==> config.mk <==
export PLATFORM = sky130hd
export DESIGN_NAME = cnt_reg_updn
export DESIGN_NICKNAME = d
export VERILOG_FILES = /design/src/rtl/cnt_pkg.sv /design/src/rtl/cnt_next_calc.sv /design/src/rtl/cnt_reg_updn.sv
export SDC_FILE = /design/constraint.sdc
export NUM_CORES = 1
export LEC_CHECK = 0
export ABC_AREA = 0
export ABC_CLOCK_PERIOD_IN_PS = 6550
export CAP_MARGIN = 20
export CORE_MARGIN = 2
export CORE_UTILIZATION = 40
export DETAILED_ROUTE_END_ITERATION = 8
export PLACE_DENSITY = 0.68
export SYNTH_ARGS = -nofsm -noshare
export SYNTH_HDL_FRONTEND = slang
export SYNTH_HIERARCHICAL = 1
export SYNTH_SLANG_ARGS = --single-unit
export TNS_END_PERCENT = 20
==> constraint.sdc <==
create_clock -name clk -period 6.55 [get_ports clk]
set_input_delay 0.9825 -clock clk [delete_from_list [all_inputs] [get_ports clk]]
set_output_delay 0.9825 -clock clk [all_outputs]
set_load 0.01 [all_outputs]
==> src/rtl/cnt_pkg.sv <==
// cnt_pkg: shared constants for the up/down modulo counter family
package cnt_pkg;
  localparam int CNT_D_BIT = 8;
  localparam logic CNT_WRAP = 1'b0;
  localparam logic CNT_SAT  = 1'b1;
  localparam logic CNT_DN   = 1'b0;
  localparam logic CNT_UP   = 1'b1;
endpackage

==> src/rtl/cnt_next_calc.sv <==
// cnt_next_calc: next count value and terminal detection for one count event
module cnt_next_calc
  import cnt_pkg::*;
#(
  parameter int D_BIT = CNT_D_BIT
) (
  input  logic [D_BIT-1:0] q,
  input  logic [D_BIT-1:0] limit,
  input  logic             up,
  input  logic             sat,
  output logic [D_BIT-1:0] q_next,
  output logic             term
);
  // >= so a limit lowered below q terminates instead of running through all-ones
  always_comb begin
    term   = (up == CNT_UP) ? (q >= limit) : (q == '0);
    q_next = (up == CNT_UP)
           ? (term ? ((sat == CNT_SAT) ? q : '0) : q + 1'b1)
           : (term ? ((sat == CNT_SAT) ? q : limit) : q - 1'b1);
  end
endmodule

==> src/rtl/cnt_reg_updn.sv <==
// cnt_reg_updn: loadable up/down modulo counter with wrap/saturate,
// registered terminal-count pulse and sticky overflow flag
module cnt_reg_updn
  import cnt_pkg::*;
#(
  parameter int               D_BIT   = CNT_D_BIT,
  parameter logic [D_BIT-1:0] RST_VAL = '0
) (
  input  logic             clk,
  input  logic             rst,
  input  logic             en,
  input  logic             clr,
  input  logic             load,
  input  logic             en_count,
  input  logic             up,
  input  logic             sat,
  input  logic [D_BIT-1:0] d,
  input  logic [D_BIT-1:0] limit,
  output logic [D_BIT-1:0] q,
  output logic             tc,
  output logic             ovf
);
  logic [D_BIT-1:0] q_q, q_d, q_next;
  logic             tc_q, tc_d, ovf_q, ovf_d, term;
  cnt_next_calc #(.D_BIT(D_BIT)) u_next (
    .q(q_q), .limit(limit), .up(up), .sat(sat), .q_next(q_next), .term(term)
  );
  always_comb begin
    q_d   = q_q;
    tc_d  = 1'b0;
    ovf_d = ovf_q;
    if (clr) begin
      q_d   = RST_VAL;
      ovf_d = 1'b0;
    end else if (en && load) begin
      q_d   = d;
      ovf_d = 1'b0;
    end else if (en && en_count) begin
      q_d   = q_next;
      tc_d  = term;
      ovf_d = ovf_q | term;
    end
  end
  always_ff @(posedge clk or negedge rst) begin
    if (!rst) begin
      q_q   <= RST_VAL;
      tc_q  <= 1'b0;
      ovf_q <= 1'b0;
    end else begin
      q_q   <= q_d;
      tc_q  <= tc_d;
      ovf_q <= ovf_d;
    end
  end
  assign q   = q_q;
  assign tc  = tc_q;
  assign ovf = ovf_q;
endmodule

==> results of run 1 <==
## per-layer routing
| layer | GRT usage [%] | share of wire (%) | vias to the layer above |
|---|---|---|---|
| met1 | 26.0 | 47 | 568 |
| li1 | - | - | 613 |
| met3 | 3.41 | 4.6 | 4 |
| met4 | 4.04 | 0.86 | 0 |
| met2 | 30.4 | 48 | 44 |
| met5 | 0 | 0 | - |
## how the worst max path moves through the flow
| stage | startpoint | endpoint | slack, ns | cells past startpoint |
|---|---|---|---|---|
| floorplan | limit[1] | q[0]$_DFFE_PN0P_ | 3.84 | 11 |
| global placement | limit[2] | q[2]$_DFFE_PN0P_ | 3.10 | 11 |
| detailed placement | limit[2] | q[3]$_DFFE_PN0P_ | 3.02 | 11 |
| CTS | limit[2] | q[3]$_DFFE_PN0P_ | 3.28 | 11 |
| global route | limit[6] | q[3]$_DFFE_PN0P_ | 3.14 | 11 |
| finish | limit[2] | q[3]$_DFFE_PN0P_ | 3.26 | 11 |
## power by group through the flow
stage	Combinational [mW]	Clock, mW	Sequential (mW)
global placement	0.115	0	0.0785
CTS	0.119	0.0421	0.0774
floorplan	0.0838	0	0.0758
finish	0.120	0.0413	0.0773
detailed placement	0.119	0	0.0785
global route	0.131	0.0441	0.0787
## worst max-delay path: stages
cell and delay [ns]:
clkdlybuf4s50_1 0.48, inv_1 0.05, ha_1 0.30, and3_1 0.18
o21ai_1 0.15, a31oi_2 0.17, o21ai_4 0.41, a21boi_0 0.27
a221o_1 0.15, mux2i_1 0.06, o32ai_1 0.26
## layout make-up
cell class                      instances  area, um2  share of cell area [%]
Clock buffer                            3       22.5                    1.40
Inverter                               18       67.6                    4.20
Multi-Input combinational cell        115        883                    54.9
Sequential cell                        10        250                    15.6
Tap cell                               44       55.1                    3.42
Timing Repair Buffer                   33        330                    20.5
## registers in the layout, indices dropped and copies added (netlist names)
register	count
q	8
ovf	1
tc	1
## logic make-up (layout without fill, tap and decap cells)
family	count (synthesis)	after routing	synth area share [%]
simple gates	53	53	24.9
compound gates	39	39	24.4
buf+inv	26	54	11.1
mux	12	12	9.42
fa+ha+maj	10	10	9.81
flops	10	10	19.6
xor+xnor	1	1	0.687
## cell usage in the layout, fill, tap and decap left out, drive strengths merged, types with 2 or more instances in the layout
cell type	count
ha	10
o32ai	8
dfrtp	10
o211ai	2
a211oi	4
nand4	5
inv	18
a41oi	2
a21boi	3
a221o	2
nor2	8
o21ai	7
nor3	7
a31oi	3
clkbuf	3
nand2b	11
clkdlybuf4s50	33
nor4	3
a21oi	2
a22oi	3
or2	3
mux2i	12
nand2	11
==> flow_metrics.env, run 1 <==
export IMPL_die_w_um=60.5
export IMPL_io_pins=34
export IMPL_placed_area_um2=1590
export IMPL_nets=215
export IMPL_final_antenna_net_count=0
export IMPL_cts_hold_buffers=0
export IMPL_hp_start="ovf$_DFFE_PN0P_"
export IMPL_diodes=0
export IMPL_p_switching_mw=0.0912
export IMPL_post_route_min_period_ns=3.29
export IMPL_clkPwrFrac_pct=17.3
export IMPL_swShare_pct=38.3
export IMPL_syn_area_um2=1270
export IMPL_cp_required_ns=6.71
export IMPL_synth_warnings=6
export IMPL_path_class="input port to flip-flop"
export IMPL_drc=0
export IMPL_dp_cells=220
export IMPL_critPathArrivalTime_ns=3.45
export IMPL_area_growth_pct=26.2
export IMPL_cts_sinks=10
export IMPL_fin_util_pct=52.7
export IMPL_fp_dieH_um=60.5
export IMPL_crit_path_start_kind="input port"
export IMPL_power_mw=0.238
export IMPL_ctsHtreeMaxLevel=1
export IMPL_powerDensity_nw_per_um2=148
export IMPL_synth_seq_cells=10
export IMPL_cap_viol_max_count=0
export IMPL_place_congestion=0.935
export IMPL_leakagePower_nw=0.674
export IMPL_fill_cells=302
export IMPL_synthArstFlopShare_pct=100
export IMPL_outcome="complete, no violations"
export IMPL_ys_flop_type="dfrtp_1"
export IMPL_slew_headroom_pct=54.9
export IMPL_core_area_um2=3050
export IMPL_final_cell_area_um2=1610
export IMPL_cts_made_buffers=3
export IMPL_drtPass1Iterations=4
export IMPL_seq_area_frac_synth_pct=19.6
export IMPL_syn_avg_cell_area_um2=8.44
export IMPL_synth_area_leaders="dfrtp_1, ha_1, mux2i_1"
export IMPL_cp_max_fo=14
export IMPL_rsz0062_at_grt="no"
export IMPL_syn_num_nets=185
export IMPL_clock_root_buffer="clkbuf_4"
export IMPL_cts_tree="done"
export IMPL_reg2regPathDepth=9
export IMPL_max_freq_ghz=0.304
export IMPL_intPower_mw=0.147
export IMPL_rrSetupSlack_ns=3.87
export IMPL_first_global_vias=1140
export IMPL_setup_violations=0
export IMPL_yosys_top_cells_count="inv_1, mux2i_1"
export IMPL_post_synth_top_area_cell="dfrtp_1"
export IMPL_holdPathEnd="ovf$_DFFE_PN0P_"
export IMPL_wl_per_cell_um=14.6
export IMPL_routed_via_density=5.51
export IMPL_ir_drop_v=0.0000942
export IMPL_cts_resized=0
export IMPL_row_count=20
export IMPL_clock_path_buffers=2
export IMPL_synth_top_area_share_pct=19.6
export IMPL_dp_slack_ns=3.02
export IMPL_clk_pin_slew_ns=0.06
export IMPL_whs_ns=0.624
export IMPL_critPathCaptureType="flip-flop"
export IMPL_antenna_found_initial=0
export IMPL_timing_rr_start="q[2]$_DFFE_PN0P_"
export IMPL_yosysMostFrequentCell="inv_1"
export IMPL_finalMaxSlewViolations=0
export IMPL_dieArea_um2=3650
export IMPL_grt_max_degree=15
export IMPL_yosysUniqueCellTypes=43
export IMPL_fin_crit_sh_pct=50.3
export IMPL_worst_skew_pair_late_latency_ns=0.26
export IMPL_grt_usage_pct=18.7
export IMPL_synth_cells=151
export IMPL_hold_path_class="flip-flop to flip-flop"
export IMPL_layout_drive_gt1_share_pct=7.82
export IMPL_worst_pin_slew_ns=0.671
export IMPL_final_setup_worst_slack_ns=3.26
export IMPL_finalClockSkew_ns=0.00317
export IMPL_grt_pass1_wl_mm=5.22
export IMPL_instances_no_fill=223
export IMPL_pwr_share_comb_pct=50.2
export IMPL_overflow=0
export IMPL_vias=1229
export IMPL_synth_edff_count=0
export IMPL_fin_tns_setup_ns=0
export IMPL_drt_total_wl_mm=3.26
export IMPL_place_hpwl_mm=2.52
export IMPL_start_util_pct=41.8
export IMPL_post_cts_buffers=0
export IMPL_r2r_end="q[3]$_DFFE_PN0P_"
export IMPL_holdPathStages=2
export IMPL_port_buffers=33
export IMPL_power_frac_seq_pct=32.4
export IMPL_finalHoldViolCount=0
export IMPL_drtIter0Drc=47
(Power assumes the default switching activity.)
==> run 2, diff against run 1 <==
ABC_CLOCK_PERIOD_IN_PS = 3080   (was 6550)
clock period = 3.08 ns   (was 6.55 ns; I/O delays follow)
==> run 2 against run 1 <==
Sequential power grew 100%; clock skew about the same; combinational power rose by 120%; worst setup slack got worse by 2.9 ns; die area unchanged; clock power is 130% higher; design area increased by 1.4%; sequential cell count unchanged; wire length rose by 1.1%; critical endpoint is now q[6]$_DFFE_PN0P_.
==> flow_metrics.env, run 2 (synthesis results as in run 1) <==
export IMPL_port_buffers=33
export IMPL_drtPass1Iterations=4
export IMPL_worst_pin_slew_ns=0.640
export IMPL_cts_tree="done"
export IMPL_clock_path_buffers=2
export IMPL_fin_tns_setup_ns=0
export IMPL_start_util_pct=41.8
export IMPL_dieArea_um2=3650
export IMPL_hold_path_class="input port to async pin"
export IMPL_fp_dieH_um=60.5
export IMPL_grt_usage_pct=19.1
export IMPL_cp_max_fo=14
export IMPL_fin_util_pct=53.4
export IMPL_core_area_um2=3050
export IMPL_routed_via_density=5.55
export IMPL_cts_sinks=10
export IMPL_cap_viol_max_count=0
export IMPL_largest_reg_flops=8
export IMPL_antenna_found_initial=0
export IMPL_fin_crit_sh_pct=88.3
export IMPL_worst_skew_pair_late_latency_ns=0.27
export IMPL_area_growth_pct=28.0
export IMPL_max_freq_ghz=0.368
export IMPL_critPathMaxStageDelay_ns=0.48
export IMPL_drt_total_wl_mm=3.30
export IMPL_place_congestion=0.895
export IMPL_cts_made_buffers=3
export IMPL_io_pins=34
export IMPL_leakagePower_nw=0.690
export IMPL_cts_resized=0
export IMPL_post_cts_buffers=0
export IMPL_vias=1255
export IMPL_finalHoldViolCount=0
export IMPL_whs_ns=0.503
export IMPL_row_count=20
export IMPL_clock_root_buffer="clkbuf_4"
export IMPL_grt_pass1_wl_mm=5.29
export IMPL_drtIter0Drc=59
export IMPL_drc=0
export IMPL_place_hpwl_mm=2.61
export IMPL_rsz0062_at_grt="no"
export IMPL_final_antenna_net_count=0
export IMPL_overflow=0
export IMPL_wl_per_cell_um=14.6
export IMPL_cp_required_ns=3.24
export IMPL_cts_hold_buffers=0
export IMPL_final_common_cell="clkdlybuf4s50_1"
export IMPL_outcome="complete, no violations"
export IMPL_die_w_um=60.5
export IMPL_nets=218
export IMPL_ctsHtreeMaxLevel=1
export IMPL_path_class="input port to flip-flop"
export IMPL_slew_headroom_pct=57.0
export IMPL_powerDensity_nw_per_um2=317
export IMPL_grt_max_degree=15
export IMPL_layout_drive_gt1_share_pct=9.34
export IMPL_critPathArrivalTime_ns=2.89
export IMPL_critPathCaptureType="flip-flop"
export IMPL_crit_path_start_kind="input port"
export IMPL_setup_violations=0
export IMPL_ir_drop_v=0.000171
export IMPL_final_cell_mix="clkdlybuf4s50_1, inv_1, mux2i_1"
export IMPL_power_mw=0.517
export IMPL_first_global_vias=1171
export IMPL_finalMaxSlewViolations=0
export IMPL_finalClockSkew_ns=0.00288
export IMPL_diodes=0
export IMPL_clk_pin_slew_ns=0.07
export IMPL_post_route_min_period_ns=2.72
export IMPL_crit_chain="clkdlybuf4s50_1 > inv_1 > ha_1 > and3_1 > o21ai_1 > a31oi_2 > o21ai_4 > mux2i_1 > o21ai_1 > mux2i_1 > o32ai_1"
export IMPL_cp_slowest_cell="clkdlybuf4s50_1"
==> run 2: per-layer routing <==
metal	up-vias	wire length, um	track usage [%]
met5	-	0	0
met4	0	63	8.07
li1	617	-	-
met1	596	1510	24.7
met3	6	155	2.56
met2	36	1570	31.8
==> run 2: critical path: cells and delay by family <==
family,cells,cell delay [ns]
muxes,2,0.24
and+or+nand+nor,1,0.18
adders and majority gates,1,0.30
AOI/OAI and AO/OA,5,1.18
buffers and inverters,2,0.53
==> run 2: final timing paths <==
path,slack [ns],to,cells past startpoint,from
min in group clk,0.62,ovf$_DFFE_PN0P_,2,ovf$_DFFE_PN0P_
setup / recovery,0.36,q[6]$_DFFE_PN0P_,11,limit[2]
hold / removal,0.50,q[4]$_DFFE_PN0P_,1,rst
hold reg to reg,0.62,ovf$_DFFE_PN0P_,2,ovf$_DFFE_PN0P_
max in group asynchronous,2.26,ovf$_DFFE_PN0P_,1,rst
setup reg to reg,0.51,q[6]$_DFFE_PN0P_,9,q[1]$_DFFE_PN0P_
==> run 2: layout make-up <==
class,instances,area (um2)
tap,44,55.1
inverter,18,67.6
multi-input combinational,115,883
fill,321,1420
sequential,10,250
clock buffer,3,22.5
timing repair buffer,36,353
==> run 2: metrics by stage <==
step	instances	instance area, um2	setup WS (ns)
after CTS	226	1630	0.368
final	226	1630	0.359
after global placement	223	1610	0.0971
after detailed placement	223	1610	0.0694
after floorplan	151	1270	0.822
after global routing	226	1630	0.235
==> run 2: power breakdown <==
part	internal, mW	leakage [nW]	total, mW	switching, mW
clock	0.0453	0.0138	0.0937	0.0484
combinational	0.131	0.541	0.267	0.135
sequential	0.140	0.136	0.156	0.0161
total	0.317	0.690	0.517	0.200
==> run 3, diff against run 2 <==
CORE_UTILIZATION = 30   (was 40)
PLACE_DENSITY = 0.52   (was 0.68)
==> run 3 against run 2 <==
Sequential share of layout area shrank 0.51 points; combinational power is 4% higher; final cell count up 4.4%; sequential power about the same; die area up 31%; maximum frequency increased by 0.30%; highest routed layer unchanged; power increased by 9.9%; design area increased by 3.5%; largest power group unchanged; first-iteration DRC count down 29%; sequential cell count unchanged; clock power up 44%.
==> flow_metrics.env, run 3 (synthesis results as in run 1) <==
export IMPL_outcome="complete, no violations"
export IMPL_diodes=0
export IMPL_antenna_found_initial=0
export IMPL_overflow=0
export IMPL_hold_path_class="input port to async pin"
export IMPL_power_mw=0.568
export IMPL_dieArea_um2=4790
export IMPL_finalMaxSlewViolations=0
export IMPL_cap_viol_max_count=0
export IMPL_final_cell_mix="clkdlybuf4s50_1, inv_1, mux2i_1"
export IMPL_first_global_vias=1197
export IMPL_ctsHtreeMaxLevel=1
export IMPL_grt_usage_pct=15.2
export IMPL_post_route_min_period_ns=2.71
export IMPL_finalClockSkew_ns=0.00148
export IMPL_cts_resized=0
export IMPL_drt_total_wl_mm=3.55
export IMPL_slew_headroom_pct=52.7
export IMPL_leakagePower_nw=0.717
export IMPL_cts_made_buffers=3
export IMPL_instances_no_fill=236
export IMPL_final_setup_worst_slack_ns=0.367
export IMPL_critPathArrivalTime_ns=2.84
export IMPL_row_count=23
export IMPL_layout_drive_gt1_share_pct=11.3
export IMPL_core_area_um2=4060
export IMPL_final_antenna_net_count=0
export IMPL_placed_area_um2=1650
export IMPL_path_class="input port to flip-flop"
export IMPL_drtPass1Iterations=4
export IMPL_drtIter0Drc=42
export IMPL_place_congestion=0.817
export IMPL_clock_path_buffers=2
export IMPL_cts_hold_buffers=0
export IMPL_crit_path_start_kind="input port"
export IMPL_clk_pin_slew_ns=0.05
export IMPL_place_hpwl_mm=2.87
export IMPL_start_util_pct=31.4
export IMPL_whs_ns=0.560
export IMPL_routed_via_density=5.25
export IMPL_grt_max_degree=13
export IMPL_dp_slack_ns=0.120
export IMPL_post_cts_buffers=0
export IMPL_final_cell_area_um2=1690
export IMPL_finalHoldViolCount=0
export IMPL_fin_tns_setup_ns=0
export IMPL_worst_pin_slew_ns=0.704
export IMPL_critPathCaptureType="flip-flop"
export IMPL_io_pins=34
export IMPL_final_common_cell="clkdlybuf4s50_1"
export IMPL_fin_crit_sh_pct=88.1
export IMPL_setup_violations=0
export IMPL_cts_sinks=10
export IMPL_die_w_um=69.2
export IMPL_nets=222
export IMPL_cts_tree="done"
export IMPL_grt_pass1_wl_mm=5.93
export IMPL_wl_per_cell_um=15.1
export IMPL_drc=0
export IMPL_fin_util_pct=41.6
export IMPL_dp_cells=233
export IMPL_vias=1240
export IMPL_powerDensity_nw_per_um2=336
export IMPL_worst_skew_pair_late_latency_ns=0.23
export IMPL_fp_dieH_um=69.2
export IMPL_cp_max_fo=8
export IMPL_clock_root_buffer="clkbuf_8"
export IMPL_max_freq_ghz=0.369
export IMPL_largest_reg_flops=8
export IMPL_rsz0062_at_grt="no"
export IMPL_cp_required_ns=3.20
export IMPL_area_growth_pct=32.4
export IMPL_ir_drop_v=0.000123
export IMPL_port_buffers=33
==> run 3: changes by cell type in the layout (fill, tap and decap cells not counted) <==
cell	delta
clkbuf_4	-3
buf_4	+4
clkbuf_8	+3
==> run 3: area by class of cell <==
cell class                      instances  area (um2)
Clock buffer                            3        41.3
Fill cell                             410        2370
Inverter                               18        67.6
Multi-Input combinational cell        115         883
Sequential cell                        10         250
Tap cell                               50        62.6
Timing Repair Buffer                   40         383
==> run 3: where the power goes <==
group	switching [mW]	internal (mW)
Clock	0.0491	0.0854
Sequential	0.0136	0.141
Combinational	0.140	0.138
Total	0.203	0.365
==> run 3: metal layers <==
metal  global-route usage [%]  up-vias  routed length, um
met2                     25.1       30               1750
met4                     2.40        0                 14
li1                         -      629                  -
met5                        0        -                  0
met3                     3.05        2                173
met1                     20.8      579               1620
==> run 3: worst max-delay path: stages <==
cell	delay, ns
clkdlybuf4s50_1	0.47
inv_1	0.05
ha_1	0.29
and3_1	0.18
o21ai_1	0.14
a31oi_2	0.15
o21ai_4	0.28
a21boi_0	0.29
a221o_1	0.17
mux2i_1	0.07
o32ai_1	0.27
==> run 3: final timing paths <==
check                      slack [ns]  cells after the start                to        startpoint
max                              0.37                     11  q[2]$_DFFE_PN0P_          limit[2]
min                              0.56                      1  q[6]$_DFFE_PN0P_               rst
max reg2reg                      0.63                      9  q[2]$_DFFE_PN0P_  q[6]$_DFFE_PN0P_
min reg2reg                      0.61                      2   ovf$_DFFE_PN0P_   ovf$_DFFE_PN0P_
max in group asynchronous        2.19                      1  q[3]$_DFFE_PN0P_               rst
min in group clk                 0.61                      2   ovf$_DFFE_PN0P_   ovf$_DFFE_PN0P_
